[config.mk]
export PLATFORM = sky130hd
export DESIGN_NAME = serial_add_ctrl
export DESIGN_NICKNAME = d
export VERILOG_FILES = /design/src/rtl/serial_add_ctrl.sv
export SDC_FILE = /design/constraint.sdc
export NUM_CORES = 1
export LEC_CHECK = 0
export BUFFER_PORTS_ARGS = -buffer_cell sky130_fd_sc_hd__buf_4
export CAP_MARGIN = 25
export CORE_ASPECT_RATIO = 1.1
export CORE_MARGIN = 3
export CORE_UTILIZATION = 55
export DETAILED_ROUTE_END_ITERATION = 12
export PLACE_DENSITY = 0.82
export SYNTH_ARGS = -nofsm -noshare
export SYNTH_HDL_FRONTEND = slang
export SYNTH_SLANG_ARGS = --single-unit
[constraint.sdc]
create_clock -name clk -period 4.4 [get_ports clk]
set_clock_uncertainty 0.1 [all_clocks]
set_input_delay 0 -clock clk [delete_from_list [all_inputs] [get_ports clk]]
set_output_delay 0 -clock clk [all_outputs]
set_load 0.02 [all_outputs]
[src/rtl/serial_add_ctrl.sv]
// Bit-serial add controller: drives one external add_full cell LSB first, one bit per clock.
// Optional SERIAL_ADD_SUB_EN adds a sub input for two's-complement subtraction.
module serial_add_ctrl #(
    parameter int unsigned WIDTH = 8
) (
    input  logic             clk,
    input  logic             rst,
    input  logic             start,
    input  logic [WIDTH-1:0] op_a,
    input  logic [WIDTH-1:0] op_b,
`ifdef SERIAL_ADD_SUB_EN
    input  logic             sub,
`endif
    output logic             fa_a,
    output logic             fa_b,
    output logic             fa_cin,
    input  logic             fa_sum,
    input  logic             fa_cout,
    output logic             busy,
    output logic             done,
    output logic [WIDTH-1:0] result,
    output logic             c_out,
    output logic             ovf
);

    localparam int unsigned CntW = $clog2(WIDTH) + 1;
    localparam logic [CntW-1:0] CntLast = CntW'(WIDTH - 1);
    localparam logic [CntW-1:0] CntOne = CntW'(1);

    typedef enum logic [1:0] {StIdle, StRun, StDone} state_e;

    state_e           state_q, state_d;
    logic [WIDTH-1:0] a_sh_q, b_sh_q, sum_sh_q;
    logic [CntW-1:0]  cnt_q;
    logic             carry_q;
    logic             sub_q;
    logic             sub_in;
    logic             last_bit;

`ifdef SERIAL_ADD_SUB_EN
    assign sub_in = sub;
`else
    assign sub_in = 1'b0;
`endif

    assign last_bit = (cnt_q == CntLast);

    always_comb begin
        state_d = state_q;
        unique case (state_q)
            StIdle:  if (start) state_d = StRun;
            StRun:   if (last_bit) state_d = StDone;
            StDone:  state_d = StIdle;
            default: state_d = StIdle;
        endcase
    end

    // Adder inputs are gated so the shared cell sees zeros outside RUN.
    always_comb begin
        busy   = (state_q == StRun);
        fa_a   = busy & a_sh_q[0];
        fa_b   = busy & (b_sh_q[0] ^ sub_q);
        fa_cin = busy & carry_q;
    end

    always_ff @(posedge clk) begin
        if (rst) begin
            state_q <= StIdle;
        end else begin
            state_q <= state_d;
        end
    end

    always_ff @(posedge clk) begin
        if (rst) begin
            a_sh_q   <= '0;
            b_sh_q   <= '0;
            sum_sh_q <= '0;
            cnt_q    <= '0;
            carry_q  <= 1'b0;
            sub_q    <= 1'b0;
            result   <= '0;
            c_out    <= 1'b0;
            ovf      <= 1'b0;
            done     <= 1'b0;
        end else begin
            done <= 1'b0;
            unique case (state_q)
                StIdle: begin
                    if (start) begin
                        a_sh_q   <= op_a;
                        b_sh_q   <= op_b;
                        sum_sh_q <= '0;
                        cnt_q    <= '0;
                        // Subtraction is a + ~b + 1: the +1 enters as the first carry.
                        carry_q  <= sub_in;
                        sub_q    <= sub_in;
                        result   <= '0;
                        c_out    <= 1'b0;
                        ovf      <= 1'b0;
                    end
                end
                StRun: begin
                    sum_sh_q <= {fa_sum, sum_sh_q[WIDTH-1:1]};
                    carry_q  <= fa_cout;
                    a_sh_q   <= a_sh_q >> 1;
                    b_sh_q   <= b_sh_q >> 1;
                    cnt_q    <= cnt_q + CntOne;
                    if (last_bit) begin
                        result <= {fa_sum, sum_sh_q[WIDTH-1:1]};
                        c_out  <= fa_cout;
                        ovf    <= fa_cin ^ fa_cout;
                        done   <= 1'b1;
                    end
                end
                StDone: begin
                end
                default: begin
                end
            endcase
        end
    end

endmodule

==> metrics.md, run 1 <==
| Metric | Value |
|---|---|
| Status | `finished, final reports clean` |
| GRT Overall Usage | `22.6%` |
| DRT iter0 DRCs | `65` |
| Global placer's final weighted congestion | `0.787` |
| FP Rows | `20` |
| Cell chosen for the clock root | `clkbuf_4` |
| Worst-Margin Slew | `957 ps` |
| Family with the most delay on the worst path | `compound AO/OA/AOI/OAI gates` |
| Origin of the worst min-delay path | `fa_cout` |
| Commonest cells post-synth | `dfxtp_1 (41), nor2_1 (36), a211oi_1 (15)` |
| Initial Util | `58.9%` |
| Die W | `58.5 µm` |
| Biggest area consumer among synthesized cells | `dfxtp_1` |
| Ports placed on the boundary | `36` |
| Hold path depth | `3` |
| Layout cells sized above 1 | `21.6%` |
| Core Box Area | `0.00283 mm²` |
| Reg2reg start | `state_q[0]$_SDFFE_PP0P_` |
| CP startpoint kind | `flip-flop` |
| Synth Flop Type | `dfxtp_1` |
| Filler cell count | `205` |
| Reg2Reg Depth | `4` |
| Slowest Stage Delay on Critical Path | `860 ps` |
| Total gr overflow | `0` |
| Pwr Density | `336 mW/mm²` |
| Most instantiated library cell after synthesis | `dfxtp_1` |
| Synth warn | `0` |
| Clock buffer count from CTS | `5` |
| Post-synthesis sequential area ratio | `49.2%` |
| Worst Path Arrival | `2670 ps` |
| VDD IR max | `0.346 mV` |
| MaxCap Viol Count | `0` |
| WL final | `3.91 mm` |
| Largest net degree at the start of global routing | `36` |
| Total negative setup slack | `0 ps` |
| Tot Pwr | `744 µW` |
| CP max FO | `20` |
| Vias | `1507` |
| Data required, critical path | `4610 ps` |
| Port Buffers | `35` |
| Vias in the first global route | `1420` |
| Cells after DPL | `229` |
| H-tree lvl count | `2` |
| Post-synthesis cell type count | `35` |
| Fmax | `406 MHz` |
| Final setup violation count | `0` |
| RSZ-0062 raised after global routing | `false` |
| Post-DP HPWL | `2.33 mm` |
| Initial antenna violation count | `0` |
| Hold Fails Final Rpt | `0` |
| DRC | `0` |
| Netlist Area Pre-Place | `0.00167 mm²` |
| Synth top area share | `49.2%` |
| R2r endpoint | `a_sh_q[7]$_SDFFE_PP0P_` |
| Synth async-reset ratio | `0%` |
| Critical-path top delay cell | `o21bai_1` |
| Flops & latches, synth | `41` |
| Final min period | `2460 ps` |
| Hold/Removal Path Class | `in -> reg` |
| Die area | `0.00373 mm²` |
| Final nets | `248` |
| Final antenna-violating net count | `0` |
| Critical-path cell list | `o21bai_1 > a22oi_1 > nor2_1 > dlygate4sd3_1` |
| CTS tree | `done` |
| Antenna cells | `0` |
| P&R area growth vs syn | `32.9%` |
| Global-route wire length before repair | `6.41 mm` |
| Via/cell ratio | `5.80` |
| Post-Syn Instances | `174` |
| Period utilization | `56.0%` |
| Leakage | `0.907 nW` |
| Worst slew margin | `36.1%` |
| WHS | `329 ps` |
| Dominant cells by area after synthesis | `dfxtp_1 (49%), nor2_1 (8.1%), a211oi_1 (6.8%)` |
| Die height | `63.7 µm` |
| Slew Limit Fails | `0` |
| Mean Syn Cell Area | `9.58 µm²` |
| Clk_lat worst skew | `360 ps` |
| R2R setup slack | `1940 ps` |
| Worst path bufs/invs | `1` |
| Final std cells w/o fill | `260` |
| Final Core Density | `78.3%` |
| CP endpoint kind | `flip-flop` |
| Clk sinks | `41` |
| Synth Net Count | `196` |
| Min-Delay Endpoint | `c_out$_SDFFE_PP0P_` |
| Number of synthesized flops with an enable pin | `0` |
| DRT Pass-1 Iters | `4` |
| Max Root-Sink Buffers | `2` |
| Crit path kind | `reg -> reg` |
| Drt wl/cell | `15.0 µm` |
| Post-CTS Setup Inserts | `0` |
| Worst-path clk slew | `130 ps` |
[per-stage QoR]
step / area (µm²) / setup slack, ps
global route: 2210 / 1760
CTS: 2210 / 2010
floorplan: 1670 / 2960
finish: 2210 / 1940
detailed placement: 1900 / 2520
global placement: 1900 / 2610
[layer usage]
metal	wire length (µm)	GRT usage, %	part of all wire, %	vias up
met5	0	0	0	-
met4	78	13.9	2.0	0
met3	190	4.24	4.9	8
met2	1900	34.8	49	45
met1	1740	28.7	44	708
li1	-	-	-	746
[cell families (layout without fill, tap and decap cells)]
family,after synthesis,count (layout),synth area share (%)
fa+ha+maj,1,1,0.751
xor+xnor,1,1,0.526
buf+inv,16,69,4.88
flops,41,41,49.2
compound gates,56,56,27.2
simple gates,59,59,17.4
[worst max-delay path by stage]
| stage | endpoint | cells past startpoint | start | slack [ps] |
|---|---|---|---|---|
| 6_report | a_sh_q[7]$_SDFFE_PP0P_ | 4 | state_q[0]$_SDFFE_PP0P_ | 1940 |
| 5_1_grt | a_sh_q[7]$_SDFFE_PP0P_ | 4 | state_q[0]$_SDFFE_PP0P_ | 1760 |
| 4_1_cts | sum_sh_q[7]$_SDFFE_PP0P_ | 5 | state_q[0]$_SDFFE_PP0P_ | 2010 |
| 3_5_place_dp | cnt_q[3]$_SDFFE_PP0P_ | 3 | state_q[0]$_SDFFE_PP0P_ | 2520 |
| 3_3_place_gp | cnt_q[3]$_SDFFE_PP0P_ | 3 | state_q[0]$_SDFFE_PP0P_ | 2610 |
| 2_1_floorplan | c_out$_SDFFE_PP0P_ | 4 | cnt_q[0]$_SDFFE_PP0P_ | 2960 |
[power breakdown]
part | total (mW) | internal (mW) | switching (mW) | leakage, nW
logic | 0.0929 | 0.0480 | 0.0450 | 0.530
clock network | 0.252 | 0.120 | 0.132 | 0.0414
registers | 0.399 | 0.387 | 0.0122 | 0.335
total | 0.744 | 0.555 | 0.189 | 0.907
[sequential cells by signal (all words and copies together) (netlist names)]
name      flops
carry_q       1
b_sh_q        8
ovf           1
sum_sh_q      7
done          1
state_q       2
result        8
c_out         1
a_sh_q        8
cnt_q         4
[repair_timing]
action | 4_1_cts | 5_1_grt
gates resized for setup | 0 | 0
endpoints found under the hold margin | 31 | 0
hold buffers | 23 | 0
[cells in the final DEF, fill, tap and decap left out]
master         instances
nand2_1                2
o211a_1                1
o2bb2ai_1             10
ha_1                   1
dlygate4sd3_1         23
nand2b_2               1
o31ai_4                1
and3b_1                1
clkbuf_4               5
a21oi_1                1
nand2b_1               2
xnor2_1                1
clkinv_4               1
o21ba_2                1
nor3_1                 4
o22ai_1                4
or4_1                  1
buf_4                 35
dfxtp_1               41
and4b_4                1
nor3_4                 1
nand3b_1               1
nor2_1                36
clkinvlp_4             1
a211oi_1              15
a31oi_1                2
a22oi_1               11
inv_1                  2
nand3_1                4
nor2b_1                1
nor3b_1                1
bufinv_16              1
a22o_1                 9
inv_2                  1
o21bai_1               1
and2_1                 3
[area by class of cell]
type	count	area (µm²)	share of cell area [%]
Clock buffer	5	37.5	1.69
Timing Repair Buffer	58	493	22.3
Multi-Input combinational cell	117	764	34.5
Tap cell	33	41.3	1.86
Sequential cell	41	821	37.1
Inverter	3	11.3	0.508
Clock inverter	3	46.3	2.09
[worst register-to-register path, stage by stage (launching register included)]
cell,delay (ps)
dfxtp_1,550
o21bai_1,860
a22oi_1,210
nor2_1,140
dlygate4sd3_1,550
Note: power is estimated with default switching activity, not from simulation.
==> run 2: changes to the inputs <==
--- a/config.mk
+++ b/config.mk
@@ -5,13 +5,14 @@
 export SDC_FILE = /design/constraint.sdc
 export NUM_CORES = 1
 export LEC_CHECK = 0
+export ABC_AREA = 1
 export BUFFER_PORTS_ARGS = -buffer_cell sky130_fd_sc_hd__buf_4
 export CAP_MARGIN = 25
 export CORE_ASPECT_RATIO = 1.1
 export CORE_MARGIN = 3
-export CORE_UTILIZATION = 55
+export CORE_UTILIZATION = 53
 export DETAILED_ROUTE_END_ITERATION = 12
-export PLACE_DENSITY = 0.82
+export PLACE_DENSITY = 0.78
 export SYNTH_ARGS = -nofsm -noshare
 export SYNTH_HDL_FRONTEND = slang
 export SYNTH_SLANG_ARGS = --single-unit
==> constraint.sdc (replaced) <==
create_clock -name clk -period 2.5 [get_ports clk]
set_clock_uncertainty 0.1 [all_clocks]
set_input_delay 0 -clock clk [delete_from_list [all_inputs] [get_ports clk]]
set_output_delay 0 -clock clk [all_outputs]
set_load 0.02 [all_outputs]
==> run 2 against run 1 <==
Against the previous run: sequential cell count unchanged; largest power group unchanged; maximum frequency increased by 6.1%; synthesized cell count increased by 44%; setup slack got worse by 1800 ps; combinational power increased by 100%; critical path type unchanged; first-iteration DRC count increased by 40%; worst hold slack got worse by 14 ps; clock power increased by 81%; die area increased by 9.2%; utilization decreased by 3.7 points; critical endpoint unchanged; highest routed layer unchanged.
==> metrics.md, run 2 <==
| Metric | Value |
|---|---|
| Status | `finished, final reports clean (unchanged)` |
| Filler cell count | `254 (was 205)` |
| Total negative setup slack | `0 ps (unchanged)` |
| Number of synthesized flops with an enable pin | `0 (unchanged)` |
| Final antenna-violating net count | `0 (unchanged)` |
| Ports placed on the boundary | `36 (unchanged)` |
| Port Buffers | `35 (unchanged)` |
| Synth Net Count | `273 (was 196)` |
| Most frequent cells in the layout | `nand2_1 (80), nor2_1 (41), dfxtp_1 (41) (was dfxtp_1 (41), nor2_1 (36), buf_4 (35))` |
| Post-synthesis sequential area ratio | `46.4% (was 49.2%)` |
| Post-CTS Setup Inserts | `0 (unchanged)` |
| Synth warn | `0 (unchanged)` |
| Synth Flop Type | `dfxtp_1 (unchanged)` |
| Initial antenna violation count | `0 (unchanged)` |
| Commonest cells post-synth | `nand2_1 (80), dfxtp_1 (41), nor2_1 (41) (was dfxtp_1 (41), nor2_1 (36), a211oi_1 (15))` |
| Most instantiated library cell after synthesis | `nand2_1 (was dfxtp_1)` |
| Int Pwr | `997 µW (was 555 µW)` |
| Worst-path clk slew | `120 ps (was 130 ps)` |
| Worst-Margin Slew | `672 ps (was 957 ps)` |
| Final nets | `330 (was 248)` |
| FP Rows | `21 (was 20)` |
| NetSw | `334 µW (was 189 µW)` |
| Global placer's final weighted congestion | `0.798 (was 0.787)` |
| Netlist Area Pre-Place | `0.00177 mm² (was 0.00167 mm²)` |
| Leakage | `1.08 nW (was 0.907 nW)` |
| Final setup violation count | `0 (unchanged)` |
| Period utilization | `92.9% (was 56.0%)` |
| Tot Pwr | `1.33 mW (was 744 µW)` |
| Commonest non-fill, non-tap cell in the layout | `nand2_1 (was dfxtp_1)` |
| CTS tree | `done (unchanged)` |
| Largest regs | `a_sh_q (8), b_sh_q (8), result (8) (unchanged)` |
| Worst slew margin | `55.2% (was 36.1%)` |
| DRT iter0 DRCs | `91 (was 65)` |
| Crit path kind | `reg -> reg (unchanged)` |
| P&R area growth vs syn | `31.7% (was 32.9%)` |
| CP endpoint kind | `flip-flop (unchanged)` |
| Final min period | `2320 ps (was 2460 ps)` |
| Cell chosen for the clock root | `clkbuf_4 (unchanged)` |
| Vias in the first global route | `1569 (was 1420)` |
| Data required, critical path | `2650 ps (was 4610 ps)` |
| Core Box Area | `0.00313 mm² (was 0.00283 mm²)` |
| Initial Util | `56.6% (was 58.9%)` |
| Dominant cells by area after synthesis | `dfxtp_1 (46%), nand2_1 (17%), nor2_1 (8.7%) (was dfxtp_1 (49%), nor2_1 (8.1%), a211oi_1 (6.8%))` |
| Flops & latches, synth | `41 (unchanged)` |
| WL final | `4.20 mm (was 3.91 mm)` |
| DRT Pass-1 Iters | `4 (unchanged)` |
| Hold Fails Final Rpt | `0 (unchanged)` |
| Post-CTS Hold Fix Bufs | `25 (was 23)` |
| VDD IR max | `0.385 mV (was 0.346 mV)` |
| Drt wl/cell | `12.3 µm (was 15.0 µm)` |
| Die height | `66.6 µm (was 63.7 µm)` |
| Reg area | `821 µm² (unchanged)` |
| Cts repair resizes | `0 (unchanged)` |
| Synth async-reset ratio | `0% (unchanged)` |
| DRC | `0 (unchanged)` |
| Layout cells sized above 1 | `16.8% (was 21.6%)` |
| Hold/Removal Path Class | `in -> reg (unchanged)` |
| Slew Limit Fails | `0 (unchanged)` |
| Total gr overflow | `0 (unchanged)` |
| Clock buffer count from CTS | `5 (unchanged)` |
| Via/cell ratio | `4.97 (was 5.80)` |
| Largest net degree at the start of global routing | `24 (was 36)` |
| Pwr Density | `571 mW/mm² (was 336 mW/mm²)` |
| CP max FO | `19 (was 20)` |
| Clk sinks | `41 (unchanged)` |
| Biggest area consumer among synthesized cells | `dfxtp_1 (unchanged)` |
| Mean Syn Cell Area | `7.05 µm² (was 9.58 µm²)` |
| Post-Syn Instances | `251 (was 174)` |
| Gate power share | `14.0% (was 12.5%)` |
| Die W | `61.1 µm (was 58.5 µm)` |
| Synth top area share | `46.4% (was 49.2%)` |
| Fmax | `430 MHz (was 406 MHz)` |
| Post-synthesis cell type count | `23 (was 35)` |
| RSZ-0062 raised after global routing | `false (unchanged)` |
| CP startpoint kind | `flip-flop (unchanged)` |
| Max Root-Sink Buffers | `2 (unchanged)` |
| GRT Overall Usage | `23.2% (was 22.6%)` |
| Global-route wire length before repair | `6.93 mm (was 6.41 mm)` |
| Multi-input gate area | `757 µm² (was 764 µm²)` |
| H-tree lvl count | `2 (unchanged)` |
| Vias | `1705 (was 1507)` |
| Sw Ratio | `25.1% (was 25.4%)` |
| Antenna cells | `0 (unchanged)` |
| MaxCap Viol Count | `0 (unchanged)` |
| Die area | `0.00407 mm² (was 0.00373 mm²)` |
| Clock share of power | `34.2% (was 33.9%)` |
| Clk_lat worst skew | `350 ps (was 360 ps)` |
| Post-DP HPWL | `2.46 mm (was 2.33 mm)` |
| Flop pwr share | `51.8% (was 53.6%)` |
| Worst Path Arrival | `2470 ps (was 2670 ps)` |
==> run 2: path summary, 6_finish.rpt <==
| kind | slack, ps | end | from | cells after the start |
|---|---|---|---|---|
| worst max-delay path | 180 | a_sh_q[7]$_SDFFE_PP0P_ | state_q[0]$_SDFFE_PP0P_ | 6 |
| worst min-delay path | 320 | c_out$_SDFFE_PP0P_ | fa_cout | 4 |
| worst max register to register | 180 | a_sh_q[7]$_SDFFE_PP0P_ | state_q[0]$_SDFFE_PP0P_ | 6 |
| worst min register to register | 370 | b_sh_q[6]$_SDFFE_PP0P_ | b_sh_q[7]$_SDFFE_PP0P_ | 2 |
==> run 2: layer usage <==
layer | vias to the layer above | GRT usage [%] | wire [µm]
li1 | 881 | - | -
met4 | 0 | 10.3 | 65
met1 | 772 | 26.2 | 1860
met5 | - | 0 | 0
met3 | 7 | 5.81 | 201
met2 | 45 | 40.1 | 2080
==> run 2: kinds of logic (layout without fill, tap and decap cells) <==
group | Yosys count | in the layout | synth area share (%)
buffers and inverters | 39 | 97 | 10.9
AO/OA/AOI/OAI | 24 | 24 | 7.07
AND/OR/NAND/NOR | 146 | 146 | 35.0
flip-flops | 41 | 41 | 46.4
adder cells (fa/ha/maj) | 1 | 1 | 0.707
==> run 2: power groups by stage <==
stage	clock network, mW	logic (mW)	registers [mW]
finish	0.455	0.187	0.690
global placement	0	0.148	0.703
floorplan	0	0.111	0.704
global route	0.485	0.208	0.692
CTS	0.458	0.182	0.689
detailed placement	0	0.150	0.704
==> run 2: critical path, cell delays in order (launching register included) <==
cell and delay (ps):
dfxtp_1 480, nand2_2 260, nand2_2 380, inv_1 260
nand2_1 120, a21oi_1 60, dlygate4sd3_1 550
==> run 2: final cells by class <==
cell class,instances,share of cell area (%)
sequential,41,35.2
multi-input combinational,171,32.5
clock inverter,1,1.29
clock buffer,7,2.36
timing repair buffer,60,22.0
tap,34,1.82
inverter,29,4.88
==> run 2: metrics by stage <==
step / hold slack, ps / cells / util, % / setup WS (ps) / area [µm²]
2_1_floorplan: 3.13 / 251 / - / 1160 / 1770
3_3_place_gp: 128 / 310 / 63.9 / 761 / 2000
3_5_place_dp: 130 / 310 / 63.9 / 694 / 2000
4_1_cts: 306 / 343 / 74.6 / 252 / 2330
5_1_grt: 353 / 343 / 74.6 / 53.8 / 2330
6_report: 315 / 343 / 74.6 / 177 / 2330
==> run 3: changes to the inputs <==
--- a/config.mk
+++ b/config.mk
@@ -9,10 +9,10 @@
 export BUFFER_PORTS_ARGS = -buffer_cell sky130_fd_sc_hd__buf_4
 export CAP_MARGIN = 25
 export CORE_ASPECT_RATIO = 1.1
-export CORE_MARGIN = 3
+export CORE_MARGIN = 2
 export CORE_UTILIZATION = 53
 export DETAILED_ROUTE_END_ITERATION = 12
-export PLACE_DENSITY = 0.78
+export PLACE_DENSITY = 0.74
 export SYNTH_ARGS = -nofsm -noshare
 export SYNTH_HDL_FRONTEND = slang
 export SYNTH_SLANG_ARGS = --single-unit
==> run 3 against run 2 <==
Against the previous run: maximum frequency rose by 2.0%; sequential share of layout area fell by 0.24 points; largest power group unchanged; global-route usage is 0.11 points lower; combinational power barely moved; highest routed layer unchanged; wire length shrank 7.0%; critical path depth stayed put; utilization fell by 2.9 points; sequential cell count unchanged; via count fell by 0.88%; worst hold slack improved by 5.6 ps; power is 0.39% higher; cell count is 0.87% higher; largest cell class unchanged.
==> metrics.md, run 3 (same netlist as run 2, synthesis figures left out) <==
| Metric | Value |
|---|---|
| CP max FO | `19 (unchanged)` |
| Ports placed on the boundary | `36 (unchanged)` |
| Slowest Stage Delay on Critical Path | `560 ps (was 550 ps)` |
| Port Buffers | `35 (unchanged)` |
| Via/cell ratio | `4.88 (was 4.97)` |
| Die area | `0.00382 mm² (was 0.00407 mm²)` |
| Status | `finished, final reports clean (unchanged)` |
| Data required, critical path | `2650 ps (about the same)` |
| Post-CTS Setup Inserts | `0 (unchanged)` |
| Initial antenna violation count | `0 (unchanged)` |
| Drt wl/cell | `11.3 µm (was 12.3 µm)` |
| Reg2Reg Depth | `6 (unchanged)` |
| GRT Overall Usage | `23.1% (was 23.2%)` |
| Cell chosen for the clock root | `clkbuf_4 (unchanged)` |
| Crit path kind | `reg -> reg (unchanged)` |
| MaxCap Viol Count | `0 (unchanged)` |
| Worst path bufs/invs | `2 (unchanged)` |
| Commonest non-fill, non-tap cell in the layout | `nand2_1 (unchanged)` |
| CTS tree | `done (unchanged)` |
| CP startpoint kind | `flip-flop (unchanged)` |
| Flop pwr share | `51.6% (was 51.8%)` |
| CP startpoint | `state_q[0]$_SDFFE_PP0P_ (unchanged)` |
| Final nets | `331 (was 330)` |
| Final antenna-violating net count | `0 (unchanged)` |
| Post-DP Area | `0.00200 mm² (about the same)` |
| Clk_lat worst skew | `360 ps (was 350 ps)` |
| Most frequent cells in the layout | `nand2_1 (80), nor2_1 (41), dfxtp_1 (41) (unchanged)` |
| Hold Fails Final Rpt | `0 (unchanged)` |
| R2R setup slack | `220 ps (was 180 ps)` |
| Post-DP HPWL | `2.39 mm (was 2.46 mm)` |
| Reg2reg start | `state_q[0]$_SDFFE_PP0P_ (unchanged)` |
| Setup crit end | `a_sh_q[7]$_SDFFE_PP0P_ (unchanged)` |
| Total negative setup slack | `0 ps (unchanged)` |
| Fmax | `439 MHz (was 430 MHz)` |
| Clock share of power | `34.4% (was 34.2%)` |
| Total gr overflow | `0 (unchanged)` |
| DRT iter0 DRCs | `53 (was 91)` |
| Vias | `1690 (was 1705)` |
| CP endpoint kind | `flip-flop (unchanged)` |
| RSZ-0062 raised after global routing | `false (unchanged)` |
| Critical-path top delay cell | `dlygate4sd3_1 (unchanged)` |
| DRT Pass-1 Iters | `4 (unchanged)` |
| Worst Path Arrival | `2430 ps (was 2470 ps)` |
| Cts repair resizes | `0 (unchanged)` |
| Int Pwr | `999 µW (was 997 µW)` |
| Pwr Density | `569 mW/mm² (was 571 mW/mm²)` |
| Sw Ratio | `25.3% (was 25.1%)` |
| Layout cells sized above 1 | `17.1% (was 16.8%)` |
| NetSw | `338 µW (was 334 µW)` |
| Final Instance Area | `0.00235 mm² (was 0.00233 mm²)` |
| Period utilization | `91.1% (was 92.9%)` |
| Clock buffer count from CTS | `5 (unchanged)` |
| WL final | `3.91 mm (was 4.20 mm)` |
| Final min period | `2280 ps (was 2320 ps)` |
| Slew Limit Fails | `0 (unchanged)` |
| DRC | `0 (unchanged)` |
| Worst-path clk slew | `120 ps (about the same)` |
| Global placer's final weighted congestion | `0.801 (was 0.798)` |
| P&R area growth vs syn | `32.7% (was 31.7%)` |
| Levels on crit path | `6 (unchanged)` |
| FP Rows | `22 (was 21)` |
| Worst slew margin | `56.0% (was 55.2%)` |
| Filler cell count | `279 (was 254)` |
| Die height | `64.6 µm (was 66.6 µm)` |
| Largest regs | `a_sh_q (8), b_sh_q (8), result (8) (unchanged)` |
| H-tree lvl count | `2 (unchanged)` |
| Global-route wire length before repair | `6.64 mm (was 6.93 mm)` |
| Multi-input gate area | `757 µm² (unchanged)` |
| R2r endpoint | `a_sh_q[7]$_SDFFE_PP0P_ (unchanged)` |
| Antenna cells | `0 (unchanged)` |
| Die W | `59.1 µm (was 61.1 µm)` |
| Max Root-Sink Buffers | `2 (unchanged)` |
| Family with the most delay on the worst path | `buffers and inverters (unchanged)` |
| Core Box Area | `0.00328 mm² (was 0.00313 mm²)` |
| Initial Util | `54.0% (was 56.6%)` |
| Final setup violation count | `0 (unchanged)` |
| Clk sinks | `41 (unchanged)` |
| VDD IR max | `0.439 mV (was 0.385 mV)` |
| Top cell by count, worst path | `nand2_2 (unchanged)` |
| Leakage | `1.09 nW (was 1.08 nW)` |
| Largest net degree at the start of global routing | `24 (unchanged)` |
| Gate power share | `14.0% (about the same)` |
| Reg area | `821 µm² (unchanged)` |
| Critical-path cell list | `nand2_2 > nand2_2 > inv_1 > nand2_1 > a21oi_1 > dlygate4sd3_1 (unchanged)` |
| Worst-Margin Slew | `659 ps (was 672 ps)` |
| Hold/Removal Path Class | `in -> reg (unchanged)` |
| Vias in the first global route | `1565 (was 1569)` |
==> run 3: cell count changes in the layout (fill, tap and decap cells not counted) <==
cell / previous run / this run
dlygate4sd3_1: 25 / 26
clkinvlp_4: 0 / 1
clkbuf_1: 1 / 0
==> run 3: worst min-delay path by stage <==
stage / startpoint / endpoint / slack [ps] / depth (start not counted)
floorplan: fa_cout / c_out$_SDFFE_PP0P_ / 3 / 2
global placement: fa_cout / c_out$_SDFFE_PP0P_ / 130 / 3
detailed placement: fa_cout / c_out$_SDFFE_PP0P_ / 130 / 3
CTS: fa_cout / c_out$_SDFFE_PP0P_ / 300 / 4
global route: fa_cout / c_out$_SDFFE_PP0P_ / 340 / 4
finish: fa_cout / c_out$_SDFFE_PP0P_ / 320 / 4
==> run 3: power groups by stage <==
stage | logic [mW] | clock network [mW] | registers, mW
5_1_grt | 0.210 | 0.494 | 0.693
3_5_place_dp | 0.151 | 0 | 0.704
2_1_floorplan | 0.111 | 0 | 0.704
4_1_cts | 0.186 | 0.474 | 0.689
3_3_place_gp | 0.149 | 0 | 0.703
6_report | 0.187 | 0.460 | 0.689
==> run 3: final cells by class <==
class,count,share of cell area (%)
clock buffer,6,2.18
tap,36,1.92
sequential,41,34.9
clock inverter,2,1.60
timing repair buffer,61,22.3
inverter,29,4.85
multi-input combinational,171,32.2
==> run 3: what timing repair did <==
action | 4_1_cts | 5_1_grt
endpoints found under the setup margin | 0 | 0
endpoints found under the hold margin | 26 | 0
hold buffers | 26 | 0
==> run 3: worst min-delay path, cell delays in order <==
cell and delay [ps]:
dlygate4sd3_1 530, buf_4 130, nand2_1 50, nand2_1 50
==> run 3: metal layers <==
metal	vias to the layer above	part of all wire, %	GRT usage [%]
met5	-	0	0
met4	0	1.3	10.2
met3	5	3.7	4.19
met2	40	53	41.3
met1	758	42	26.1
li1	887	-	-
==> run 3: metrics by stage <==
| stage | std cells | hold slack (ps) | power (mW) | setup WS (ps) | utilization, % |
|---|---|---|---|---|---|
| 4_1_cts | 346 | 298 | 1.35 | 248 | 71.7 |
| 3_5_place_dp | 312 | 134 | 0.855 | 701 | 61.0 |
| 2_1_floorplan | 251 | 3.13 | 0.815 | 1160 | - |
| 6_report | 346 | 321 | 1.34 | 223 | 71.7 |
| 5_1_grt | 346 | 342 | 1.40 | 41.4 | 71.7 |
| 3_3_place_gp | 312 | 128 | 0.853 | 748 | 61.0 |
